## src/rtl/addsub_arbiter_pkg.sv

```systemverilog
// Shared definitions for the add/sub arbiter slice.
//   ST_*      : FSM state encodings (IDLE, EXEC, RESP)
//   MODE_*    : operation select presented to the addsub datapath
//   ADDSUB_W  : operand width of the shared datapath
package addsub_arbiter_pkg;

  localparam int ADDSUB_W = 4;

  localparam logic [1:0] ST_IDLE = 2'd0;
  localparam logic [1:0] ST_EXEC = 2'd1;
  localparam logic [1:0] ST_RESP = 2'd2;

  localparam logic MODE_ADD = 1'b0;
  localparam logic MODE_SUB = 1'b1;

  typedef enum logic [1:0] {
    S_IDLE = ST_IDLE,
    S_EXEC = ST_EXEC,
    S_RESP = ST_RESP
  } state_t;

endpackage

```

## src/rtl/addsub_arbiter_addsub.sv

```systemverilog
// addsub: combinational 4-bit adder/subtractor (shared datapath).
//   m : 0 = add, 1 = subtract (a - b computed as a + ~b + 1)
//   a : operand A, bit 0 is the MSB
//   b : operand B, bit 0 is the MSB
//   s : sum/difference modulo 2^4, bit 0 is the MSB
//   c : carry out of the MSB (subtract: 1 means no borrow)
//   o : signed overflow (carry into MSB differs from carry out of MSB)
module addsub
  import addsub_arbiter_pkg::*;
(
  input  logic                m,
  input  logic [ADDSUB_W-1:0] a,
  input  logic [ADDSUB_W-1:0] b,
  output logic [ADDSUB_W-1:0] s,
  output logic                c,
  output logic                o
);

  logic [ADDSUB_W-1:0] bx;
  // cy[k] is the carry into significance k (k = 0 is the LSB, which sits at
  // bus index ADDSUB_W-1 because bit 0 of the bus carries the MSB).
  logic [ADDSUB_W:0]   cy;

  always_comb begin
    bx    = (m == MODE_SUB) ? ~b : b;
    s     = '0;
    cy    = '0;
    cy[0] = (m != MODE_ADD);
    for (int k = 0; k < ADDSUB_W; k++) begin
      s[ADDSUB_W-1-k] = a[ADDSUB_W-1-k] ^ bx[ADDSUB_W-1-k] ^ cy[k];
      cy[k+1]         = (a[ADDSUB_W-1-k] & bx[ADDSUB_W-1-k])
                      | (cy[k] & (a[ADDSUB_W-1-k] ^ bx[ADDSUB_W-1-k]));
    end
  end

  assign c = cy[ADDSUB_W];
  assign o = cy[ADDSUB_W] ^ cy[ADDSUB_W-1];

endmodule

```

## src/rtl/addsub_arbiter.sv

```systemverilog
// addsub_arbiter: shares one addsub datapath between two requesters.
// Each operation runs IDLE (grant + operand capture) -> EXEC (datapath
// evaluates registered operands, result registered) -> RESP (result held
// until the consumer takes it). Priority flips to the losing requester
// only when a response completes.
//   clk, rst_n                       : clock, async active-low reset
//   reqN_valid/ready                 : request handshake, N = 0, 1
//   reqN_mode/a/b                    : operation and operands (bit 0 = MSB)
//   rsp_valid/ready                  : response handshake
//   rsp_id, rsp_s, rsp_c, rsp_o      : owner, result, carry, overflow
//   busy                             : high whenever not in IDLE
// W must equal the datapath width (4); other values are unsupported.
module addsub_arbiter
  import addsub_arbiter_pkg::*;
#(
  parameter int W        = 4,
  parameter bit RST_PRIO = 1'b0
) (
  input  logic         clk,
  input  logic         rst_n,
  input  logic         req0_valid,
  output logic         req0_ready,
  input  logic         req0_mode,
  input  logic [W-1:0] req0_a,
  input  logic [W-1:0] req0_b,
  input  logic         req1_valid,
  output logic         req1_ready,
  input  logic         req1_mode,
  input  logic [W-1:0] req1_a,
  input  logic [W-1:0] req1_b,
  output logic         rsp_valid,
  input  logic         rsp_ready,
  output logic         rsp_id,
  output logic [W-1:0] rsp_s,
  output logic         rsp_c,
  output logic         rsp_o,
  output logic         busy
);

  state_t       state;
  logic         prio;

  logic         op_mode_p0;
  logic [W-1:0] op_a_p0;
  logic [W-1:0] op_b_p0;
  logic         op_id_p0;

  logic [W-1:0] dp_s;
  logic         dp_c;
  logic         dp_o;

  logic         idle;
  logic         sel1;
  logic         any_grant;

  // rst_n gates the grant so no ready is shown while reset is held.
  assign idle       = (state == S_IDLE) && rst_n;
  assign sel1       = req1_valid && (!req0_valid || prio);
  assign any_grant  = idle && (req0_valid || req1_valid);
  assign req0_ready = any_grant && !sel1;
  assign req1_ready = any_grant && sel1;

  assign rsp_valid  = (state == S_RESP);
  assign busy       = (state != S_IDLE);

  // Stage p0 -> datapath: only registered operands reach the adder.
  addsub u_addsub (
    .m (op_mode_p0),
    .a (op_a_p0),
    .b (op_b_p0),
    .s (dp_s),
    .c (dp_c),
    .o (dp_o)
  );

  always_ff @(posedge clk or negedge rst_n) begin
    if (!rst_n) begin
      state      <= S_IDLE;
      prio       <= RST_PRIO;
      op_mode_p0 <= 1'b0;
      op_a_p0    <= '0;
      op_b_p0    <= '0;
      op_id_p0   <= 1'b0;
      rsp_id     <= 1'b0;
      rsp_s      <= '0;
      rsp_c      <= 1'b0;
      rsp_o      <= 1'b0;
    end else begin
      case (state)
        // Request -> p0: capture the granted requester's operation.
        S_IDLE: begin
          if (any_grant) begin
            op_mode_p0 <= sel1 ? req1_mode : req0_mode;
            op_a_p0    <= sel1 ? req1_a    : req0_a;
            op_b_p0    <= sel1 ? req1_b    : req0_b;
            op_id_p0   <= sel1;
            state      <= S_EXEC;
          end
        end
        // p0 -> response registers: latch the datapath result.
        S_EXEC: begin
          rsp_s  <= dp_s;
          rsp_c  <= dp_c;
          rsp_o  <= dp_o;
          rsp_id <= op_id_p0;
          state  <= S_RESP;
        end
        S_RESP: begin
          if (rsp_ready) begin
            prio  <= ~rsp_id;
            state <= S_IDLE;
          end
        end
        default: state <= S_IDLE;
      endcase
    end
  end

endmodule
```

## config.mk

```make
export PLATFORM = sky130hd
export DESIGN_NAME = addsub_arbiter
export DESIGN_NICKNAME = d
export VERILOG_FILES = /design/src/rtl/addsub_arbiter_pkg.sv /design/src/rtl/addsub_arbiter_addsub.sv /design/src/rtl/addsub_arbiter.sv
export SDC_FILE = /design/constraint.sdc
export NUM_CORES = 1
export LEC_CHECK = 0
export ABC_CLOCK_PERIOD_IN_PS = 2150
export CAP_MARGIN = 10
export CELL_PAD_IN_SITES_DETAIL_PLACEMENT = 0
export CELL_PAD_IN_SITES_GLOBAL_PLACEMENT = 1
export CORE_MARGIN = 5
export CORE_UTILIZATION = 30
export DETAILED_ROUTE_END_ITERATION = 8
export GPL_TIMING_DRIVEN = 0
export PLACE_DENSITY_LB_ADDON = 0.3
export SETUP_SLACK_MARGIN = 0.05
export SLEW_MARGIN = 30
export SYNTH_ARGS = -nofsm -noshare
export SYNTH_HDL_FRONTEND = slang
export SYNTH_SLANG_ARGS = --single-unit
```

## constraint.sdc

```tcl
create_clock -name clk -period 2.15 [get_ports clk]
set_input_delay 0.43 -clock clk [delete_from_list [all_inputs] [get_ports clk]]
set_output_delay 0.43 -clock clk [all_outputs]
set_load 0.05 [all_outputs]
```

==> flow_metrics.tcl <==
set metrics [dict create \
    status "finished clean" \
    wl_per_cell_um 12.65 \
    portBuffers 33 \
    area_growth_pct 51.51 \
    path_clk_slew_ns 0.11 \
    grt_overflow 0 \
    synthesis.instances 85 \
    dr.pass1.iters 4 \
    antenna_left 0 \
    yosysUniqueCellTypes 22 \
    clock_path_buffers 2 \
    rsz0062_at_grt "yes" \
    crit_path_start "op_mode_p0" \
    max_freq_mhz 472.0 \
    grt_max_degree 21 \
    cts_tree "built" \
    synth-xor-area-share_pct 4.408 \
    yosysSeqAreaShare_pct 50.38 \
    end_kind "register" \
    antenna_found_initial 0 \
    synth_compound_area_share_pct 19.52 \
    setup_slack_ns 0.03143 \
    numPlacedInstances 162 \
    p_comb_share_pct 56.3 \
    worstPathMaxFanout 3 \
    synthMuxAreaShare_pct 5.416 \
    ir_drop_v 0.0005242 \
    leakage_uw 0.0006575 \
    setup_viol 0 \
    yosys.area_share.simple_pct 9.068 \
    stdcell_count 171 \
    die_y_um 67.55 \
    yosys_warnings 0 \
    start_util_pct 32.02 \
    cts-root-buf "clkbuf_4" \
    swShare_pct 39.53 \
    place_worst_setup_slack_ns -1.505 \
    drt-initial-drc-count 15 \
    avgViaCountPerCell 4.509 \
    timing.final.crit_share_pct 98.54 \
    nFillCells 330 \
    worst_clock_skew_ns 0.008684 \
    cts_sinks 20 \
    core_area_um2 3103 \
    syn_avg_cell_area_um2 11.69 \
    ys_ff_latch 20 \
    slew_viol_final 0 \
    num_rows 20 \
    worst_pin_slew_ns 0.4924 \
    fin_nets 154 \
    crit_type "reg -> reg" \
    dieArea_um2 4562 \
    power_density_nw_per_um2 1464 \
    cp-start-kind "register" \
    io_pins 34 \
    chipWidth_um 67.55 \
    antenna_cells 0 \
    cts_made_buffers 3 \
    period_minus_slack_ns 2.119 \
    p_switching_uw 870.7 \
    hold_viol 0 \
    timing.rr.start "op_mode_p0" \
    grtUsageTotal_pct 10.81 \
    synth_top_family_by_area "compound AO/OA/AOI/OAI gates" \
    grt_pass1_wl_mm 3.615 \
    dr_total_vias 771 \
    synthAdderAreaFrac_pct 6.045 \
    cp.arrival_ns 2.32 \
    netlist_area_um2 993.5 \
    p_int_uw 1332 \
    layout-drive-gt1-share_pct 29.92 \
    min_path_type "in -> async" \
    clockPowerShare_pct 13.8 \
    crit_required_ns 2.35 \
    syn_nets 111 \
    drv_cap 0 \
    grt_pass1_vias 791 \
    drt_wl_total_mm 2.164 \
    clk_latency_ns 0.30 \
    slew_headroom_pct 67.07 \
    dp_hpwl_mm 1.705 \
    drc_errors 0 \
    seqPwrFrac_pct 29.9 \
    htree_num_levels 1 \
    setup_tns_ns 0 \
    gp_congestion 0.7463 \
]
==> sequential cells by signal, indices dropped and copies added, names as in the netlist, 2 cells and up <==
register	cells
rsp_s	4
op_a_p0	4
op_b_p0	4
state	2
==> cells by family after synthesis <==
group                      count (synthesis)
xor gates and xnor gates                   5
buffers and inverters                     11
adders and majority gates                  3
muxes                                      5
AOI/OAI and AO/OA                         24
and+or+nand+nor                           17
DFF                                       20
==> worst paths after layout <==
path | endpoint | slack [ns] | cells past startpoint
min in group clk | prio | 0.49 | 1
hold / removal | op_a_p0[1] | 0.16 | 2
max in group asynchronous | op_mode_p0 | 1.65 | 2
setup / recovery | rsp_s[0] | 0.03 | 6
hold reg to reg | prio | 0.49 | 1
setup reg to reg | rsp_s[0] | 0.03 | 6
==> cells in the mapped netlist <==
| cell type | count | area (um^2) |
|---|---|---|
| nand3_1 | 1 | 5.000 |
| o21ai_1 | 1 | 5.000 |
| nand2b_1 | 3 | 18.77 |
| mux2_2 | 3 | 33.78 |
| clkbuf_1 | 1 | 3.750 |
| nand2_1 | 7 | 26.28 |
| nand3_2 | 1 | 10.01 |
| nor2_1 | 2 | 7.510 |
| or3b_1 | 1 | 8.760 |
| o221a_2 | 9 | 101.4 |
| or2_2 | 1 | 6.260 |
| buf_2 | 2 | 10.01 |
| xor2_1 | 2 | 17.52 |
| nor3b_1 | 1 | 7.510 |
| dfrtp_1 | 20 | 500.5 |
| o21bai_1 | 7 | 52.55 |
| xnor2_1 | 3 | 26.28 |
| fa_1 | 3 | 60.06 |
| mux2i_1 | 2 | 20.02 |
| o21ai_0 | 7 | 35.03 |
| inv_1 | 7 | 26.28 |
| buf_6 | 1 | 11.26 |
==> cell type report <==
class / count / area [um^2] / share of cell area, %
Inverter: 7 / 26.28 / 1.746
Buffer: 4 / 31.28 / 2.078
Clock inverter: 1 / 30.03 / 1.995
Clock buffer: 3 / 22.52 / 1.496
Tap cell: 44 / 55.05 / 3.658
Sequential cell: 20 / 503.0 / 33.42
Timing Repair Buffer: 38 / 359.1 / 23.86
Multi-Input combinational cell: 54 / 478.0 / 31.75
==> critical path, stage by stage (launching register included) <==
cell and delay, ns:
dfrtp_2 0.44, xnor2_2 0.14, fa_2 0.36, fa_2 0.36, inv_2 0.06, fa_1 0.39, mux2_2 0.26
==> layer usage <==
metal  wire length (um)  GRT usage, %
met1                876         12.49
met4                 35         4.557
met3                115         3.328
met2               1136         18.35
met5                  0             0
==> cell usage in the layout (no fill, tap or decap), types with 3 or more instances in the layout <==
| cell | n |
|---|---|
| buf_4 | 5 |
| buf_6 | 3 |
| clkbuf_4 | 4 |
| clkdlybuf4s50_1 | 28 |
| dfrtp_1 | 18 |
| inv_1 | 5 |
| mux2_2 | 3 |
| nand2_1 | 7 |
| nand2b_1 | 3 |
| o21ai_0 | 7 |
| o21bai_1 | 7 |
| o221a_2 | 9 |
==> power by group through the flow <==
| stage | Clock (uW) | Combinational (uW) | Sequential [uW] |
|---|---|---|---|
| after floorplan | 0 | 592 | 866 |
| after global placement | 0 | 1120 | 661 |
| after detailed placement | 0 | 1150 | 666 |
| after CTS | 315 | 1220 | 659 |
| after global routing | 332 | 1350 | 688 |
| final | 304 | 1240 | 659 |
==> timing repair <==
| item | in CTS | in global routing |
|---|---|---|
| cloned | 0 | 0 |
| hold endpoints to repair | 20 | 0 |
| hold buffers | 1 | 0 |
| setup buffers | 3 | 1 |
| endpoints found under the setup margin | 15 | 4 |
| pin swaps | 1 | 3 |
| gates resized for setup | 22 | 12 |
==> per-stage QoR <==
step / area [um^2] / total power, uW / util (%) / hold WS [ns]
floorplan: 996.0 / 1459 / - / 0.1344
global placement: 1381 / 1778 / 44.52 / 0.4607
detailed placement: 1381 / 1812 / 44.52 / 0.4695
CTS: 1480 / 2196 / 47.70 / 0.4919
global route: 1505 / 2373 / 48.51 / 0.1873
finish: 1505 / 2203 / 48.51 / 0.1631
Note: power is estimated with default switching activity, not from simulation.
